--- src/rtl/floating_point_addsub_pipelined.sv ---
// Five-stage pipelined IEEE-754 adder/subtractor with valid/ready handshake, global stall and GRS rounding.
// Optional FPU_ROUND_MODE_EN adds round_mode_in (RNE/RTZ/RUP/RDN); otherwise rounding is fixed RNE.
module floating_point_addsub_pipelined #(
   parameter int EXPO_WIDTH = 8,
   parameter int MENT_WIDTH = 23,
   parameter int DATA_WIDTH = 1 + EXPO_WIDTH + MENT_WIDTH
) (
   input  logic                  clk_in,
   input  logic                  rst_in,
`ifdef FPU_ROUND_MODE_EN
   input  logic [1:0]            round_mode_in,
`endif
   input  logic                  in_valid_in,
   output logic                  in_ready_out,
   input  logic [DATA_WIDTH-1:0] floating1_in,
   input  logic [DATA_WIDTH-1:0] floating2_in,
   input  logic                  opcode_in,
   output logic                  out_valid_out,
   input  logic                  out_ready_in,
   output logic [DATA_WIDTH-1:0] floating_result_out,
   output logic [3:0]            flags_out
);

   localparam int AW  = MENT_WIDTH + 4;
   localparam int SW  = MENT_WIDTH + 5;
   localparam int LZW = $clog2(AW + 1);
   localparam int XW  = EXPO_WIDTH + 2;
   localparam logic [DATA_WIDTH-1:0] QNAN =
      {1'b0, {EXPO_WIDTH{1'b1}}, 1'b1, {(MENT_WIDTH-1){1'b0}}};

   typedef enum logic [1:0] {RM_RNE, RM_RTZ, RM_RUP, RM_RDN} round_mode_t;

   // Per-operation side band: rounding mode and any special-value override.
   typedef struct packed {
      round_mode_t           rm;
      logic                  spec;
      logic [3:0]            flags;
      logic [DATA_WIDTH-1:0] res;
   } ctl_t;

   logic advance;
   assign advance      = ~out_valid_out | out_ready_in;
   assign in_ready_out = advance;

   round_mode_t rm_c;
`ifdef FPU_ROUND_MODE_EN
   assign rm_c = round_mode_t'(round_mode_in);
`else
   assign rm_c = RM_RNE;
`endif

   logic                  sign_a, sign_b, zero_a, zero_b, nan_a, nan_b, inf_a, inf_b, snan_a, snan_b, swap;
   logic [EXPO_WIDTH-1:0] exp_a, exp_b;
   logic [MENT_WIDTH-1:0] man_a, man_b;
   ctl_t                  ctl_c;

   always_comb begin
      sign_a = floating1_in[DATA_WIDTH-1];
      sign_b = floating2_in[DATA_WIDTH-1] ^ opcode_in;
      exp_a  = floating1_in[DATA_WIDTH-2:MENT_WIDTH];
      exp_b  = floating2_in[DATA_WIDTH-2:MENT_WIDTH];
      zero_a = (exp_a == '0);
      zero_b = (exp_b == '0);
      nan_a  = (&exp_a) & (|floating1_in[MENT_WIDTH-1:0]);
      nan_b  = (&exp_b) & (|floating2_in[MENT_WIDTH-1:0]);
      inf_a  = (&exp_a) & ~(|floating1_in[MENT_WIDTH-1:0]);
      inf_b  = (&exp_b) & ~(|floating2_in[MENT_WIDTH-1:0]);
      snan_a = nan_a & ~floating1_in[MENT_WIDTH-1];
      snan_b = nan_b & ~floating2_in[MENT_WIDTH-1];
      man_a  = zero_a ? '0 : floating1_in[MENT_WIDTH-1:0];
      man_b  = zero_b ? '0 : floating2_in[MENT_WIDTH-1:0];
      swap   = {exp_b, man_b} > {exp_a, man_a};
      ctl_c       = '0;
      ctl_c.rm    = rm_c;
      ctl_c.spec  = 1'b1;
      if (nan_a | nan_b) begin
         ctl_c.res   = QNAN;
         ctl_c.flags = {snan_a | snan_b, 3'b000};
      end else if (inf_a & inf_b & (sign_a != sign_b)) begin
         ctl_c.res   = QNAN;
         ctl_c.flags = 4'b1000;
      end else if (inf_a) begin
         ctl_c.res = {sign_a, {EXPO_WIDTH{1'b1}}, {MENT_WIDTH{1'b0}}};
      end else if (inf_b) begin
         ctl_c.res = {sign_b, {EXPO_WIDTH{1'b1}}, {MENT_WIDTH{1'b0}}};
      end else if (zero_a & zero_b) begin
         ctl_c.res = {(rm_c == RM_RDN) ? (sign_a | sign_b) : (sign_a & sign_b),
                      {(DATA_WIDTH-1){1'b0}}};
      end else begin
         ctl_c.spec = 1'b0;
      end
   end

   logic                  s1_valid, s2_valid, s3_valid, s4_valid;
   ctl_t                  s1_ctl, s2_ctl, s3_ctl, s4_ctl;
   logic                  s1_sign_big, s1_sign_small, s2_sign, s2_sub, s3_sign, s4_sign, s4_zero;
   logic [EXPO_WIDTH-1:0] s1_exp_big, s2_exp, s3_exp;
   logic [EXPO_WIDTH:0]   s1_exp_diff;
   logic [MENT_WIDTH:0]   s1_man_big, s1_man_small;
   logic [AW-1:0]         s2_big, s2_small, s4_man;
   logic [SW-1:0]         s3_sum;
   logic [XW-1:0]         s4_exp;

   logic [AW-1:0]  small_ext, small_shift, small_al;
   always_comb begin
      small_ext   = {s1_man_small, 3'b000};
      small_shift = small_ext >> s1_exp_diff;
      if (s1_exp_diff >= (EXPO_WIDTH+1)'(AW - 1))
         small_al = {{(AW-1){1'b0}}, |s1_man_small};
      else
         small_al = {small_shift[AW-1:1],
                     small_shift[0] | (|(small_ext & ~({AW{1'b1}} << s1_exp_diff)))};
   end

   logic [SW-1:0]  sum_c;
   assign sum_c = s2_sub ? ({1'b0, s2_big} - {1'b0, s2_small})
                         : ({1'b0, s2_big} + {1'b0, s2_small});

   logic [LZW-1:0] lz;
   logic [AW-1:0]  norm_c;
   logic [XW-1:0]  norm_exp_c;
   always_comb begin
      lz = '0;
      for (int unsigned i = 0; i < AW; i++)
         if (s3_sum[i]) lz = LZW'(AW - 1 - i);
      if (s3_sum[SW-1]) begin
         norm_c     = {s3_sum[SW-1:2], s3_sum[1] | s3_sum[0]};
         norm_exp_c = {2'b00, s3_exp} + XW'(1);
      end else begin
         norm_c     = s3_sum[AW-1:0] << lz;
         norm_exp_c = {2'b00, s3_exp} - XW'(lz);
      end
   end

   logic                  inexact, inc, ovf_max;
   logic [MENT_WIDTH+1:0] rnd;
   logic [XW-1:0]         exp_r;
   logic [MENT_WIDTH-1:0] frac;
   logic [DATA_WIDTH-1:0] res_c;
   logic [3:0]            flags_c;
   always_comb begin
      inexact = |s4_man[2:0];
      unique case (s4_ctl.rm)
         RM_RNE: inc = s4_man[2] & (s4_man[1] | s4_man[0] | s4_man[3]);
         RM_RTZ: inc = 1'b0;
         RM_RUP: inc = ~s4_sign & inexact;
         RM_RDN: inc = s4_sign & inexact;
      endcase
      rnd     = {1'b0, s4_man[AW-1:3]} + (MENT_WIDTH+2)'(inc);
      exp_r   = s4_exp + XW'(rnd[MENT_WIDTH+1]);
      frac    = rnd[MENT_WIDTH+1] ? rnd[MENT_WIDTH:1] : rnd[MENT_WIDTH-1:0];
      ovf_max = (s4_ctl.rm == RM_RTZ) | ((s4_ctl.rm == RM_RUP) & s4_sign) |
                ((s4_ctl.rm == RM_RDN) & ~s4_sign);
      res_c   = {s4_sign, exp_r[EXPO_WIDTH-1:0], frac};
      flags_c = {3'b000, inexact};
      if (s4_ctl.spec) begin
         res_c   = s4_ctl.res;
         flags_c = s4_ctl.flags;
      end else if (s4_zero) begin
         res_c   = {s4_ctl.rm == RM_RDN, {(DATA_WIDTH-1){1'b0}}};
         flags_c = '0;
      end else if (!exp_r[XW-1] && exp_r[XW-2:0] >= (XW-1)'(2**EXPO_WIDTH - 1)) begin
         res_c   = ovf_max ? {s4_sign, (EXPO_WIDTH)'(2**EXPO_WIDTH - 2), {MENT_WIDTH{1'b1}}}
                           : {s4_sign, {EXPO_WIDTH{1'b1}}, {MENT_WIDTH{1'b0}}};
         flags_c = 4'b0101;
      end else if (exp_r[XW-1] || exp_r == '0) begin
         res_c   = {s4_sign, {(DATA_WIDTH-1){1'b0}}};
         flags_c = 4'b0011;
      end
   end

   always_ff @(posedge clk_in or posedge rst_in) begin
      if (rst_in) begin
         s1_valid            <= 1'b0;
         s2_valid            <= 1'b0;
         s3_valid            <= 1'b0;
         s4_valid            <= 1'b0;
         out_valid_out       <= 1'b0;
         floating_result_out <= '0;
         flags_out           <= '0;
      end else if (advance) begin
         s1_valid      <= in_valid_in;
         s2_valid      <= s1_valid;
         s3_valid      <= s2_valid;
         s4_valid      <= s3_valid;
         out_valid_out <= s4_valid;
         if (s4_valid) begin
            floating_result_out <= res_c;
            flags_out           <= flags_c;
         end
      end
   end

   always_ff @(posedge clk_in) begin
      if (advance) begin
         s1_ctl        <= ctl_c;
         s1_sign_big   <= swap ? sign_b : sign_a;
         s1_sign_small <= swap ? sign_a : sign_b;
         s1_exp_big    <= swap ? exp_b : exp_a;
         s1_exp_diff   <= swap ? ({1'b0, exp_b} - {1'b0, exp_a}) : ({1'b0, exp_a} - {1'b0, exp_b});
         s1_man_big    <= swap ? {~zero_b, man_b} : {~zero_a, man_a};
         s1_man_small  <= swap ? {~zero_a, man_a} : {~zero_b, man_b};
         s2_ctl        <= s1_ctl;
         s2_sign       <= s1_sign_big;
         s2_sub        <= s1_sign_big ^ s1_sign_small;
         s2_exp        <= s1_exp_big;
         s2_big        <= {s1_man_big, 3'b000};
         s2_small      <= small_al;
         s3_ctl        <= s2_ctl;
         s3_sign       <= s2_sign;
         s3_exp        <= s2_exp;
         s3_sum        <= sum_c;
         s4_ctl        <= s3_ctl;
         s4_sign       <= s3_sign;
         s4_zero       <= ~(|s3_sum);
         s4_exp        <= norm_exp_c;
         s4_man        <= norm_c;
      end
   end

endmodule

--- config.mk ---
export PLATFORM = sky130hd
export DESIGN_NAME = floating_point_addsub_pipelined
export DESIGN_NICKNAME = d
export VERILOG_FILES = /design/src/rtl/floating_point_addsub_pipelined.sv
export SDC_FILE = /design/constraint.sdc
export NUM_CORES = 1
export LEC_CHECK = 0
export ABC_AREA = 1
export CORE_MARGIN = 3
export CORE_UTILIZATION = 47
export CTS_BUF_LIST = sky130_fd_sc_hd__clkbuf_8
export DETAILED_ROUTE_END_ITERATION = 12
export PLACE_DENSITY = 0.74
export SYNTH_ARGS = -nofsm -noshare
export SYNTH_HDL_FRONTEND = slang
export SYNTH_SLANG_ARGS = --single-unit
--- constraint.sdc ---
create_clock -name clk_in -period 7.7 [get_ports clk_in]
set_clock_uncertainty 0.1 [all_clocks]
set_input_delay 1.54 -clock clk_in [delete_from_list [all_inputs] [get_ports clk_in]]
set_output_delay 1.54 -clock clk_in [all_outputs]
set_load 0.01 [all_outputs]
==> metrics.cfg <==
[outcome]
status = complete, no violations

[clock_tree]
cts_sinks = 265
path_clk_slew_ns = 0.06
insertion_delay_ns = 0.60
hold_buffers = 0
cts_root_buf = clkbuf_8
cts_buffers = 47
clockBufferDepth = 3
cts_tree = built
htree_levels = 2
cts-resized-gates = 0
post_cts_buffers = 0

[sta]
worst_slew_margin_rel = 0.297
hold_viol = 0
rsz0062_at_grt = no
drv_slew = 0
setup_viol = 0
setup_tns_ns = 0
finalCritPeriodShare = 0.771
tightestPinTransition_ns = 1.05
finalCriticalPeriod_ns = 5.94
fmax_mhz = 168

[layout]
fin_util = 0.548
final_nets = 2387
final_cell_count_no_fill = 2715
nFillCells = 3338
antenna_cells = 0
drive_gt1_frac = 0.0417
synthToLayoutAreaGrowth_pct = 13.6
post-route-cell-area_mm2 = 0.0197

[yosys]
ys_ff_latch = 265
yosysSeqAreaShare = 0.446
synthSimpleGateAreaFrac = 0.223
synth-compound-area-share = 0.147
syn_nets = 2294
yosys_warnings = 0
synthesis.area_mm2 = 0.0174
synthMuxAreaShare = 0.00403
avgSynthCellArea_um2 = 8.18
synth_edf_count = 224
async_reset_ff_frac = 0.155
yosysUniqueCellTypes = 60
synthCells = 2123
synth_xor_area_frac = 0.0282
ys.flop_type = edfxtp_1
synthAdderAreaFrac = 0.0752
synth_top_family_by_area = simple AND/OR/NAND/NOR gates

[routing]
totalWireLength_um = 49400
dr.pass1.iters = 6
drtIter0Drc = 1373
ant_nets = 0
viasPerCell = 5.68
drc = 0
via_count = 15400
routedWlPerCell_um = 18.2

[placed_design]
place_area_mm2 = 0.0188
io_buffer_count = 106
hpwlAfterDp_um = 37900
gp_congestion = 0.945
dp_cells = 2628

[worst_hold_path]
hold_class = reg2reg
hp-start = s3_ctl[31]$_DFFE_PN_

[grt]
grt_pass1_wl_um = 78000
grt_max_degree = 186
grt-ovfl-total = 0
grt_pass1_vias = 14900
antenna_found_initial = 1
track_usage = 0.249

[power_and_ir_drop]
ir_worst_vdd_mv = 0.231
power_density_mw_per_mm2 = 396
p_leak_nw = 8.64
power.total_mw = 7.82

[floorplanning]
num_rows = 69
design.die.area_mm2 = 0.0393
initial_core_util = 0.483
die_x_um = 198
coreArea_mm2 = 0.0360
dieHeight_um = 198
ios = 107

[critical_path]
cp-start-kind = input port
startpoint = floating1_in[24]
crit_fanout = 54
r2r-start = s4_man[3]$_DFFE_PN_
end_kind = flop
arrival_ns = 6.23
crit_required_ns = 7.99
r2r_slack_ns = 1.85
critical_path_class = in2reg

[run]
max_cap_violations = 0

[power by group]
part / switching, mW / internal (mW) / leakage [nW] / total [mW]
Combinational: 2.50 / 1.27 / 5.24 / 3.78
Sequential: 0.433 / 2.36 / 2.87 / 2.79
Clock: 0.585 / 0.667 / 0.538 / 1.25
Total: 3.52 / 4.30 / 8.64 / 7.82
[metal layers]
layer  global-route usage  vias to the layer above  wire length (um)
met1                0.336                     7197             21700
li1                     -                     7502                 -
met3               0.0492                      104              3560
met2                0.404                      619             22400
met4               0.0849                        0              1640
met5                    0                        -                 0
[placed cells by master (no fill, tap or decap), types with 5 or more instances in the layout]
master and count:
clkinv_1 14, o21a_1 5, xor2_1 46, nand2_1 479, a21oi_1 110, o2111ai_1 10
inv_1 279, a31oi_1 11, dfrtp_1 41, clkdlybuf4s50_1 106, nand3_1 163, o22ai_1 36
o21bai_1 5, xnor2_1 10, nor2_1 172, nand4_1 25, edfxtp_1 224, o211ai_1 11
o21ai_1 16, a21boi_0 5, clkbuf_8 49, ha_1 98, mux2i_1 7, o21ai_0 175
a221oi_1 6, nor3_1 22, a211oi_1 7, nor4_1 24, o31ai_1 8, buf_4 13
a32o_1 9, o221ai_1 5
[registers in the layout, indices dropped and copies added, names as in the netlist, 9 cells and up]
register,count
floating_result_out,32
s3_sum,28
s2_small,27
s4_man,27
s1_man_big,24
s1_man_small,24
s2_big,24
s4_exp,10
s1_exp_diff,9
[stage by stage]
step	hold slack, ns	setup WS, ns
final	0.312	1.76
after global routing	0.316	1.17
after CTS	0.314	1.88
after detailed placement	0.305	1.25
after global placement	0.301	1.32
after floorplan	0.300	1.59
[cell families after synthesis]
family	count (synthesis)
fa+ha+maj	102
mux	7
flops	265
compound gates	440
simple gates	910
buf+inv	343
xor+xnor	56
[cell type report]
cell class              count  area, um2  area share
well taps                 461        577      0.0292
clock buffers              49        674      0.0342
multi-input cells        1515       8310       0.421
repair buffers            120       1180      0.0597
flip-flops and latches    265       7750       0.393
clock inverters            38        240      0.0122
inverters                 267       1010      0.0510
[worst paths after layout]
check,end,depth (start not counted)
max,s1_man_small[22]$_DFFE_PN_,19
min,s4_ctl[31]$_DFFE_PN_,0
max reg2reg,floating_result_out[13]$_DFFE_PP0P_,29
min reg2reg,s4_ctl[31]$_DFFE_PN_,0
max in group asynchronous,floating_result_out[24]$_DFFE_PP0P_,3
min in group asynchronous,floating_result_out[5]$_DFFE_PP0P_,3
[cell usage after synthesis (6+ instances only)]
| cell type | instances | share of area |
|---|---|---|
| mux2i_1 | 7 | 0.0040 |
| xnor2_1 | 10 | 0.0050 |
| a31oi_1 | 11 | 0.0040 |
| a211oi_1 | 7 | 0.0030 |
| clkinv_1 | 6 | 0.0013 |
| dfrtp_1 | 41 | 0.059 |
| ha_1 | 98 | 0.071 |
| nor4_1 | 24 | 0.0086 |
| edfxtp_1 | 224 | 0.39 |
| o22ai_1 | 36 | 0.013 |
| nor3_1 | 22 | 0.0063 |
| o2111ai_1 | 10 | 0.0050 |
| inv_1 | 259 | 0.056 |
| a221oi_1 | 6 | 0.0030 |
| xor2_1 | 46 | 0.023 |
| nand3_1 | 163 | 0.047 |
| o31ai_1 | 8 | 0.0035 |
| nand4_1 | 25 | 0.0090 |
| o21ai_0 | 175 | 0.050 |
| nand2_1 | 479 | 0.10 |
| buf_2 | 7 | 0.0020 |
| o211ai_1 | 11 | 0.0048 |
| a21oi_1 | 111 | 0.032 |
| buf_1 | 12 | 0.0026 |
| clkbuf_1 | 54 | 0.012 |
| nor2_1 | 172 | 0.037 |
| a32o_1 | 9 | 0.0052 |
| o21ai_1 | 16 | 0.0046 |
[worst max-delay path, cell delays in order]
cell and delay (ns):
clkdlybuf4s50_1 0.58, inv_1 0.15, nand4_1 0.12, nor2_1 0.07, inv_1 0.57, nand2_1 0.22, ha_1 0.35, a21oi_1 0.16
o21ai_0 0.10, a21oi_1 0.13, nor2_1 0.05, o21ai_0 0.19, o211ai_1 0.11, nand3b_1 0.09, nand3_1 0.07, nand2_1 0.11
buf_4 0.48, nand2_1 0.72, o22ai_1 0.39
Note: power is estimated with default switching activity, not from simulation.
